==> src/rtl/bus_master_if.sv <==
// Bus master port bundle: command intake, response pulse and the arbitrated
// bus side (req/gnt/ack/data) of one master.
//
// Handshake semantics: a command transfers on a rising edge where
// cmd_valid && cmd_ready are both 1; cmd_sid/cmd_data must be stable while
// cmd_valid is high, and cmd_ready never depends on cmd_valid. rsp_valid is a
// one-cycle pulse with no backpressure. On the bus side, ack and m_data_in
// are shared by all masters and only mean something to this master while it
// is waiting for its own transfer.
interface bus_master_if;
    logic        cmd_valid;
    logic        cmd_ready;
    logic        cmd_sid;
    logic [31:0] cmd_data;
    logic        rsp_valid;
    logic [31:0] rsp_data;
    logic        rsp_err;
    logic        req;
    logic        slave_id;
    logic [31:0] m_data_out;
    logic        gnt;
    logic        ack;
    logic [31:0] m_data_in;
    logic        busy;

    modport master (
        input  cmd_valid, cmd_sid, cmd_data, gnt, ack, m_data_in,
        output cmd_ready, rsp_valid, rsp_data, rsp_err,
               req, slave_id, m_data_out, busy
    );

    modport slave (
        output cmd_valid, cmd_sid, cmd_data, gnt, ack, m_data_in,
        input  cmd_ready, rsp_valid, rsp_data, rsp_err,
               req, slave_id, m_data_out, busy
    );
endinterface

==> src/rtl/bus_master.sv <==
// Bus master: queues {sid, data} commands in a small FIFO, then for each one
// requests the bus, waits for grant, waits for ack (or times out), returns a
// response pulse and releases the bus for one cycle before the next command.
module bus_master #(
    parameter int DEPTH   = 4,
    parameter int AW      = 2,
    parameter int TIMEOUT = 16
) (
    input  logic          clk,
    input  logic          rst,
    bus_master_if.master  bus,
    output logic [1:0]    dbg_state,
    output logic [AW:0]   dbg_count
);

    localparam int TW = $clog2(TIMEOUT + 1);

    typedef enum logic [1:0] {
        IDLE    = 2'd0,
        REQ     = 2'd1,
        WAIT    = 2'd2,
        RELEASE = 2'd3
    } state_t;

    state_t        state_q, state_d;
    logic [AW-1:0] wr_ptr_q, wr_ptr_d;
    logic [AW-1:0] rd_ptr_q, rd_ptr_d;
    logic [AW:0]   count_q, count_d;
    logic          cur_sid_q, cur_sid_d;
    logic [31:0]   cur_data_q, cur_data_d;
    logic [TW-1:0] tmo_q, tmo_d;
    logic          req_q, req_d;
    logic          slave_id_q, slave_id_d;
    logic [31:0]   m_data_out_q, m_data_out_d;
    logic          rsp_valid_q, rsp_valid_d;
    logic [31:0]   rsp_data_q, rsp_data_d;
    logic          rsp_err_q, rsp_err_d;

    // FIFO storage holds {sid, data}; contents are don't-care until counted
    logic [32:0]   mem_q [DEPTH];

    logic          cmd_ready;
    logic          push;
    logic          pop;
    logic [32:0]   head;

    // Ready is a pure function of occupancy, so a push is refused at full
    // even in a cycle that also pops.
    assign cmd_ready = (count_q < (AW+1)'(DEPTH));
    assign push      = bus.cmd_valid && cmd_ready;
    assign pop       = (state_q == IDLE) && (count_q != '0);
    assign head      = mem_q[rd_ptr_q];

    // FIFO write port: store the offered command at the write pointer
    always_ff @(posedge clk) begin
        if (push) begin
            mem_q[wr_ptr_q] <= {bus.cmd_sid, bus.cmd_data};
        end
    end

    // FIFO pointers and occupancy
    always_comb begin
        wr_ptr_d = wr_ptr_q;
        rd_ptr_d = rd_ptr_q;
        count_d  = count_q;
        if (push) begin
            wr_ptr_d = wr_ptr_q + AW'(1);
        end
        if (pop) begin
            rd_ptr_d = rd_ptr_q + AW'(1);
        end
        case ({push, pop})
            2'b10:   count_d = count_q + (AW+1)'(1);
            2'b01:   count_d = count_q - (AW+1)'(1);
            default: count_d = count_q;
        endcase
    end

    // Transaction FSM: next state, current command, timeout and response
    always_comb begin
        state_d     = state_q;
        cur_sid_d   = cur_sid_q;
        cur_data_d  = cur_data_q;
        tmo_d       = tmo_q;
        rsp_valid_d = 1'b0;
        rsp_data_d  = rsp_data_q;
        rsp_err_d   = rsp_err_q;
        case (state_q)
            IDLE: begin
                if (count_q != '0) begin
                    state_d    = REQ;
                    cur_sid_d  = head[32];
                    cur_data_d = head[31:0];
                end
            end
            REQ: begin
                // ack seen here belongs to another master's transfer
                if (bus.gnt) begin
                    state_d = WAIT;
                    tmo_d   = '0;
                end
            end
            WAIT: begin
                // ack takes priority over a timeout in the same cycle; a
                // dropped gnt does not abort the wait
                if (bus.ack) begin
                    rsp_valid_d = 1'b1;
                    rsp_data_d  = bus.m_data_in;
                    rsp_err_d   = 1'b0;
                    state_d     = RELEASE;
                end else if (tmo_q == TW'(TIMEOUT - 1)) begin
                    rsp_valid_d = 1'b1;
                    rsp_data_d  = 32'h0;
                    rsp_err_d   = 1'b1;
                    state_d     = RELEASE;
                end else begin
                    tmo_d = tmo_q + TW'(1);
                end
            end
            RELEASE: begin
                state_d = IDLE;
            end
            default: begin
                state_d = IDLE;
            end
        endcase
    end

    // Registered bus outputs follow the state being entered, so req is high
    // exactly while the FSM sits in REQ or WAIT and low through RELEASE.
    always_comb begin
        req_d        = (state_d == REQ) || (state_d == WAIT);
        slave_id_d   = req_d ? cur_sid_d  : 1'b0;
        m_data_out_d = req_d ? cur_data_d : 32'h0;
    end

    // State register; reset drops req at once and empties the FIFO
    always_ff @(posedge clk or posedge rst) begin
        if (rst) begin
            state_q      <= IDLE;
            wr_ptr_q     <= '0;
            rd_ptr_q     <= '0;
            count_q      <= '0;
            cur_sid_q    <= 1'b0;
            cur_data_q   <= 32'h0;
            tmo_q        <= '0;
            req_q        <= 1'b0;
            slave_id_q   <= 1'b0;
            m_data_out_q <= 32'h0;
            rsp_valid_q  <= 1'b0;
            rsp_data_q   <= 32'h0;
            rsp_err_q    <= 1'b0;
        end else begin
            state_q      <= state_d;
            wr_ptr_q     <= wr_ptr_d;
            rd_ptr_q     <= rd_ptr_d;
            count_q      <= count_d;
            cur_sid_q    <= cur_sid_d;
            cur_data_q   <= cur_data_d;
            tmo_q        <= tmo_d;
            req_q        <= req_d;
            slave_id_q   <= slave_id_d;
            m_data_out_q <= m_data_out_d;
            rsp_valid_q  <= rsp_valid_d;
            rsp_data_q   <= rsp_data_d;
            rsp_err_q    <= rsp_err_d;
        end
    end

    assign bus.cmd_ready  = cmd_ready;
    assign bus.req        = req_q;
    assign bus.slave_id   = slave_id_q;
    assign bus.m_data_out = m_data_out_q;
    assign bus.rsp_valid  = rsp_valid_q;
    assign bus.rsp_data   = rsp_data_q;
    assign bus.rsp_err    = rsp_err_q;
    assign bus.busy       = (state_q != IDLE) || (count_q != '0);

    assign dbg_state = state_q;
    assign dbg_count = count_q;

endmodule

==> src/flat_wrapper.sv <==
// flat-port wrapper written by rule: the top's interface ports become plain ports
module bus_master_flat 
#(
    parameter int DEPTH   = 4,
    parameter int AW      = 2,
    parameter int TIMEOUT = 16
)
  (clk, rst, dbg_state, dbg_count, bus_cmd_valid, bus_cmd_sid, bus_cmd_data, bus_gnt, bus_ack, bus_m_data_in, bus_cmd_ready, bus_rsp_valid, bus_rsp_data, bus_rsp_err, bus_req, bus_slave_id, bus_m_data_out, bus_busy);
  bus_master_if bus_i ();
  input  logic clk;
  input  logic rst;
  output logic [1:0] dbg_state;
  output logic [AW:0] dbg_count;
  input wire logic [$bits(bus_i.cmd_valid)-1:0] bus_cmd_valid;
  input wire logic [$bits(bus_i.cmd_sid)-1:0] bus_cmd_sid;
  input wire logic [$bits(bus_i.cmd_data)-1:0] bus_cmd_data;
  input wire logic [$bits(bus_i.gnt)-1:0] bus_gnt;
  input wire logic [$bits(bus_i.ack)-1:0] bus_ack;
  input wire logic [$bits(bus_i.m_data_in)-1:0] bus_m_data_in;
  output wire logic [$bits(bus_i.cmd_ready)-1:0] bus_cmd_ready;
  output wire logic [$bits(bus_i.rsp_valid)-1:0] bus_rsp_valid;
  output wire logic [$bits(bus_i.rsp_data)-1:0] bus_rsp_data;
  output wire logic [$bits(bus_i.rsp_err)-1:0] bus_rsp_err;
  output wire logic [$bits(bus_i.req)-1:0] bus_req;
  output wire logic [$bits(bus_i.slave_id)-1:0] bus_slave_id;
  output wire logic [$bits(bus_i.m_data_out)-1:0] bus_m_data_out;
  output wire logic [$bits(bus_i.busy)-1:0] bus_busy;
  assign bus_i.cmd_valid = bus_cmd_valid;
  assign bus_i.cmd_sid = bus_cmd_sid;
  assign bus_i.cmd_data = bus_cmd_data;
  assign bus_i.gnt = bus_gnt;
  assign bus_i.ack = bus_ack;
  assign bus_i.m_data_in = bus_m_data_in;
  assign bus_cmd_ready = bus_i.cmd_ready;
  assign bus_rsp_valid = bus_i.rsp_valid;
  assign bus_rsp_data = bus_i.rsp_data;
  assign bus_rsp_err = bus_i.rsp_err;
  assign bus_req = bus_i.req;
  assign bus_slave_id = bus_i.slave_id;
  assign bus_m_data_out = bus_i.m_data_out;
  assign bus_busy = bus_i.busy;
  bus_master #(.DEPTH(DEPTH), .AW(AW), .TIMEOUT(TIMEOUT)) u_core (.clk(clk), .rst(rst), .bus(bus_i), .dbg_state(dbg_state), .dbg_count(dbg_count));
endmodule
==> config.mk <==
export PLATFORM = sky130hd
export DESIGN_NAME = bus_master_flat
export DESIGN_NICKNAME = d
export VERILOG_FILES = /design/src/rtl/bus_master_if.sv /design/src/rtl/bus_master.sv /design/src/flat_wrapper.sv
export SDC_FILE = /design/constraint.sdc
export NUM_CORES = 1
export LEC_CHECK = 0
export CORE_MARGIN = 2
export CORE_UTILIZATION = 23
export DETAILED_ROUTE_END_ITERATION = 8
export GPL_ROUTABILITY_DRIVEN = 0
export GPL_TIMING_DRIVEN = 0
export HOLD_SLACK_MARGIN = 0.06
export PLACE_DENSITY = 0.38
export SYNTH_ARGS = -nofsm -noshare
export SYNTH_HDL_FRONTEND = slang
export SYNTH_SLANG_ARGS = --single-unit
==> constraint.sdc <==
create_clock -name clk -period 5.37 [get_ports clk]
set_input_delay 0.537 -clock clk [delete_from_list [all_inputs] [get_ports clk]]
set_output_delay 0.537 -clock clk [all_outputs]
set_load 0.05 [all_outputs]
### Yosys cells after proc, flatten, opt, wreduce, memory -nomap -nowiden

Memories as Yosys holds them, arrays and structs flattened.
Cells that the tools add are included.

| storage, ports and cells | value |
|---|---|
| register bits | 115 |
| bits in latches | 0 |
| memory bits (writable) | 132 |
| bits in read-only memories | 0 |
| logic and storage cells | 68 |
| memories | 1 |

Memory list:

| name | words | width | rd ports | clocked after memory_dff | write ports | line | text |
|---|---|---|---|---|---|---|---|
| u_core.mem_q | 4 | 33 | 1 | 0 | 1 | bus_master.sv:40 | `logic [32:0] mem_q [DEPTH];` |

| cells by class | value |
|---|---|
| add/sub/neg operators | 5 |
| multiply operators | 0 |
| divide/modulo/power cells | 0 |
| $lt $le $gt $ge | 1 |
| equal/unequal tests | 11 |
| shift operators | 0 |
| mux-type cells | 25 |
| bitwise operators | 0 |
| reductions and logical operators | 12 |

Operator list:

| cell | count |
|---|---|
| 32-bit two-way mux | 5 |
| 5-bit two-way mux | 3 |
| 1-bit two-way mux | 10 |
| 5-bit case mux with 2 select lines | 1 |
| 2-bit equality test (second input constant) | 4 |
| 2-bit two-way mux | 4 |
| 2-bit case mux with 4 select lines | 1 |
| 2-bit nonzero test | 4 |
| 2-bit by 1-bit equality test with 1-bit output (second input constant) | 3 |
| 2-bit != test (second input constant) | 3 |
| 3-bit case mux with 2 select lines | 1 |
| 5-bit by 1-bit adder with 5-bit output (second input constant) | 1 |
| 5-bit by 4-bit equality test with 1-bit output (second input constant) | 1 |
| 2-bit by 1-bit adder with 2-bit output (second input constant) | 2 |
| 4-bit AND reduction | 1 |
| 3-bit by 1-bit adder with 3-bit output (second input constant) | 1 |
| 3-bit less-than comparator (second input constant) | 1 |
| 3-bit nonzero test | 1 |
| 3-bit by 1-bit subtractor with 3-bit output (second input constant) | 1 |
| 1-bit logical AND | 2 |
| 2-bit logical NOT | 1 |
| 1-bit logical OR | 2 |
| 2-bit AND reduction | 1 |

### Longest topological paths before layout

| logic depth | value |
|---|---|
| depth after elaboration | 7 |
| gate-level depth with buffers | 11 |

### Worst setup path before layout

OpenSTA, ideal clock, no wires.

| path | value |
|---|---|
| path type | register to register |
| from | register u_core.state_q[1], in the netlist u_core.dbg_state[1] |
| to | register u_core.count_q[2], in the netlist u_core.dbg_count[2] |
| setup time | 139 ps |
| arrival | 2252 ps |
| required time | 5231 ps |
| path slack | 2978 ps |
| cell stages (with the launch flop) | 12 |
| period minus slack after synthesis | 2392 ps |
| cells stage by stage | dfrtp_1 buf_2 nor2_2 nand2_1 buf_2 inv_1 ha_1 inv_1 fa_1 xor2_1 nor2_1 xnor2_1 |

| on the way | value |
|---|---|
| cells in the longest elaborated chain, start to end | 4 |
| elaborated cells between the ends (all ways) | 6 |

RTL lines:

| item | line | text |
|---|---|---|
| from (decl) | bus_master.sv:25 | `state_t state_q, state_d;` |
| from (signal assigned) | bus_master.sv:154 | `state_q <= state_d;` |
| 2-bit logical NOT * | bus_master.sv:51 | `assign pop = (state_q == IDLE) && (count_q != '0);` |
| 1-bit logical AND * | bus_master.sv:51 |  |
| named net u_core.pop | bus_master.sv:44 | `logic pop;` |
| 2-bit by 1-bit equality test with 1-bit output / 2-bit equality test (equally long branches) | bus_master.sv:72 | `case ({push, pop})` |
| 3-bit case mux with 2 select lines / 2-bit nonzero test (equally long branches) | n/a |  |
| to (signal assigned) | bus_master.sv:157 | `count_q <= count_d;` |
| to (decl) | bus_master.sv:28 | `logic [AW:0] count_q, count_d;` |

The timed path passes the listed nets; every way through them passes the cells marked *.
A chain may end at the register's enable or synchronous reset.

### Worst setup path after layout

| path | value |
|---|---|
| from | register u_core.count_q[0], in the netlist u_core.dbg_count[0] |
| to | output bus_busy |

| on the way | value |
|---|---|
| cells in the longest elaborated chain, start to end | 2 |

RTL lines:

| item | line | text |
|---|---|---|
| 3-bit nonzero test | bus_master.sv:177 | `assign bus.busy = (state_q != IDLE) \|\| (count_q != '0);` |
| 1-bit logical OR | bus_master.sv:177 |  |
| to (decl) | flat_wrapper.sv:27 | `output wire logic [$bits(bus_i.busy)-1:0] bus_busy;` |

Every way passes these cells.

==> out/metrics.csv <==
stage;metric;value;unit
status;result of the run;finished clean;
cells_and_area;final standard cell count with taps included and fillers excluded;1242;
cts;CTS tree;built;
timing;final period utilization;62.6;%
power_and_ir_drop;P_leak;5.22;nW
power_and_ir_drop;sw power;2.93;mW
timing;Fin. Hold Viols;0;
power_and_ir_drop;total power divided by cell area;652;mW/mm^2
cts;hold_buf cts;0;
die;core area;0.0398;mm^2
cells_and_area;fillcell total;3955;
global_route;vias in the first global route;5755;
timing;slew at the pin closest to its max-slew limit;657;ps
setup_path;arrival time of data at the critical path endpoint;2830;ps
power_and_ir_drop;combinational fraction of design power;40.0;%
global_route;total routing resource utilization after global routing;10.6;%
cts;clock-pin transition on the worst setup and hold timing paths;60;ps
cells_and_area;final design area excluding fillers;0.0126;mm^2
drt;Routed Antenna Nets;0;
synth;dominant cell type by area after synthesis;sky130_fd_sc_hd__edfxtp_1;
cts;number of gates resized after cts;0;
setup_path;number of buffers and inverters on the critical path;3;
power_and_ir_drop;share of power burned in the clock network;26.2;%
cells_and_area;number of diodes;0;
synth;sequential element share of the synthesized area;73.5;%
timing;achievable clock frequency;297;MHz
die;die footprint;0.0421;mm^2
setup_path;critical path's most frequent cell;sky130_fd_sc_hd__nand2_1;
timing;max-slew violation count;0;
power_and_ir_drop;Internal;5.28;mW
cts;setup repair bufs after CTS;0;
cells_and_area;nets@finish;773;
power_and_ir_drop;sequential power share;33.8;%
synth;cell area after synthesis;0.00931;mm^2
die;number of core rows;73;
cells_and_area;Layout Utilization;31.6;%
cts;CTS Buffer Depth;3;
power_and_ir_drop;overall power of the completed layout;8.20;mW
setup_path;sort of element at the end of the critical path;primary output;
cells_and_area;most frequent standard cell in the layout excluding fill and tap cells;sky130_fd_sc_hd__clkdlybuf4s50_1;
global_route;number of antenna violations at the first check in global routing;1;
die;# IOs;145;
power_and_ir_drop;switching portion of total power;35.7;%
power_and_ir_drop;Worst VDD drop;214;uV
synth;instance count of the mapped netlist;516;
cts;clock latency on the worst-skew pair;540;ps
synth;fraction of post-synthesis cell area in the top cell type by area;42.6;%
synth;Post-Synthesis Mean Instance Area;18.0;um^2
setup_path;data required time at the worst endpoint;4830;ps
placement;cell count after placement;1190;
synth;number of warnings issued by yosys;0;
drt;starting DRC count in detailed routing;256;
drt;via density per instance;4.17;
drt;drt pass-1 iters;4;
synth;Net Count, Synth;594;
drt;wire length reported by the detailed router;22.2;mm
setup_path;master of the slowest instance on the critical path;sky130_fd_sc_hd__clkdlybuf4s50_1;
setup_path;category of the critical setup timing path;reg -> out;
synth;number of flip-flops and latches in the synthesized netlist;247;
worst_hold_path;Hold Path Class;in -> async;
cts;clock sinks;247;
global_route;leftover overflow at the end of global routing;0;
cts;level count of the clock H-tree;1;
cells_and_area;most used cells in the layout excluding fill and tap cells;144 x sky130_fd_sc_hd__clkdlybuf4s50_1, 132 x sky130_fd_sc_hd__edfxtp_1, 115 x sky130_fd_sc_hd__dfrtp_1, 67 x sky130_fd_sc_hd__a21o_1;
cells_and_area;area added between synthesis and finish;35.2;%
placement;sum of net half-perimeters after detailed placement;14.6;mm
setup_path;Crit path largest cell delay;720;ps
flow_run;count of max-cap constraint violations;0;
drt;DRC viols;0;
global_route;maximum number of pins on one net before global-route repair;84;
global_route;global-route wire length before repair;33.8;mm
drt;routed via count;5173;
setup_path;Worst Setup Start Kind;flip-flop;
synth;synth unique cells;37;
synth;Synth Flop Type;sky130_fd_sc_hd__edfxtp_1;
timing;unrepaired setup endpoints after global routing;false;
synth;number of enable flip-flop cells after synthesis;132;
placement;placed cell area;0.0115;mm^2
cells_and_area;layout cell share with drive strength beyond 1;14.9;%
cts;number of buffers created by CTS;28;
synth;fraction of registers with async set or reset after synthesis;46.6;%
die;Initial Utilization;23.4;%
setup_path;Worst R2R Setup Slack;2850;ps
drt;detail-routed net length per standard cell;17.9;um
timing;Fin Setup TNS;0;ps
setup_path;Critical Path Fanout Max;10;
timing;relative slew slack;55.9;%
die;Die Y-Extent;205;um
timing;Clock Skew;7.70;ps
timing;Setup-failing EPs final;0;
timing;fin crit period;3360;ps
placement;Port Buf Inserts;144;
setup_path;cells along the critical path;or3_1 > clkbuf_1 > nand2_1 > buf_2 > nand2_1 > clkdlybuf4s50_1;
synth;Synth area leaders;sky130_fd_sc_hd__edfxtp_1 43%, sky130_fd_sc_hd__dfrtp_1 31%, sky130_fd_sc_hd__mux4_2 6.8%;
cts;Clock Root Buffer;sky130_fd_sc_hd__clkbuf_16;
die;die outline width;205;um
setup_path;kind of cell adding the most delay to the critical path;buffers and inverters;
[stage by stage]
| stage | hold WS [ps] | setup slack, ps |
|---|---|---|
| floorplan | 450 | 1790 |
| global placement | 459 | -209 |
| detailed placement | 461 | 2470 |
| CTS | 378 | 1870 |
| global route | 391 | 1800 |
| finish | 383 | 2010 |
[metal layers]
| layer | GRT usage [%] | wire (um) | vias up |
|---|---|---|---|
| met4 | 2.90 | 483 | 2 |
| met1 | 12.8 | 9170 | 2651 |
| li1 | - | - | 2343 |
| met3 | 2.38 | 1360 | 33 |
| met2 | 18.8 | 11200 | 144 |
| met5 | 0 | 10 | - |
[cells in the mapped netlist, types with 2 or more instances]
| cell type | number |
|---|---|
| sky130_fd_sc_hd__a21o_1 | 67 |
| sky130_fd_sc_hd__a21oi_1 | 2 |
| sky130_fd_sc_hd__a22o_1 | 33 |
| sky130_fd_sc_hd__and2_1 | 5 |
| sky130_fd_sc_hd__and3_1 | 33 |
| sky130_fd_sc_hd__and3_4 | 2 |
| sky130_fd_sc_hd__buf_12 | 3 |
| sky130_fd_sc_hd__buf_2 | 11 |
| sky130_fd_sc_hd__buf_4 | 3 |
| sky130_fd_sc_hd__clkbuf_1 | 13 |
| sky130_fd_sc_hd__dfrtp_1 | 115 |
| sky130_fd_sc_hd__edfxtp_1 | 132 |
| sky130_fd_sc_hd__ha_1 | 7 |
| sky130_fd_sc_hd__inv_1 | 12 |
| sky130_fd_sc_hd__mux2i_1 | 6 |
| sky130_fd_sc_hd__mux4_1 | 5 |
| sky130_fd_sc_hd__mux4_2 | 28 |
| sky130_fd_sc_hd__nand2_1 | 7 |
| sky130_fd_sc_hd__nand2b_1 | 2 |
| sky130_fd_sc_hd__nor2_1 | 4 |
| sky130_fd_sc_hd__nor2b_1 | 2 |
| sky130_fd_sc_hd__o211a_1 | 2 |
| sky130_fd_sc_hd__o21ai_0 | 2 |
| sky130_fd_sc_hd__xnor2_1 | 7 |
[power groups by stage]
stage | Combinational [mW] | Clock, mW | Sequential (mW)
5_1_grt | 3.53 | 2.29 | 2.83
3_5_place_dp | 3.36 | 0 | 2.82
6_report | 3.28 | 2.15 | 2.78
2_1_floorplan | 1.42 | 0 | 3.62
4_1_cts | 3.37 | 2.23 | 2.78
3_3_place_gp | 3.29 | 0 | 2.81
[final cells by class]
class | count | area [um^2] | area share [%]
clock buffers | 31 | 753 | 5.98
inverters | 12 | 50.0 | 0.398
clock inverters | 21 | 308 | 2.44
flip-flops and latches | 247 | 6840 | 54.3
repair buffers | 149 | 1550 | 12.3
multi-input cells | 226 | 2230 | 17.7
well taps | 525 | 657 | 5.22
plain buffers | 31 | 198 | 1.57
[worst paths after layout]
kind | end | start | depth (start not counted)
max | bus_busy | u_core.dbg_count[0] | 6
min | u_core.bus.m_data_out[8] | rst | 2
max reg2reg | u_core.dbg_count[2] | u_core.dbg_state[1] | 11
min reg2reg | u_core.cur_data_q[21] | u_core.cur_data_q[21] | 1
max in group asynchronous | u_core.bus.m_data_out[17] | rst | 3
min in group clk | u_core.cur_data_q[21] | u_core.cur_data_q[21] | 1
[flip-flops by register name, indices dropped and copies added, names as in the netlist]
| name | cells |
|---|---|
| u_core.cur_data_q | 32 |
| u_core.bus.rsp_data | 32 |
| u_core.bus.rsp_err | 1 |
| u_core.bus.rsp_valid | 1 |
| u_core.bus.slave_id | 1 |
| u_core.bus.req | 1 |
| u_core.wr_ptr_q | 2 |
| u_core.dbg_count | 3 |
| u_core.tmo_q | 5 |
| u_core.mem_q | 132 |
| u_core.rd_ptr_q | 2 |
| u_core.dbg_state | 2 |
| u_core.bus.m_data_out | 32 |
| u_core.cur_sid_q | 1 |
[worst reg2reg max path, delay by kind of cell, from the launching register on]
| kind | cells | cell delay (ps) |
|---|---|---|
| simple gates | 3 | 630 |
| buf+inv | 4 | 580 |
| fa+ha+maj | 2 | 550 |
| flops | 1 | 400 |
| xor+xnor | 2 | 280 |
[cell families after synthesis]
logic type	Yosys count	synth area share [%]
AOI/OAI and AO/OA	110	9.28
adders and majority gates	8	1.16
muxes	39	8.83
buffers and inverters	43	2.61
xor gates and xnor gates	8	0.752
and+or+nand+nor	61	3.91
DFF	247	73.5
No activity file was read; power rests on OpenSTA's default activity.
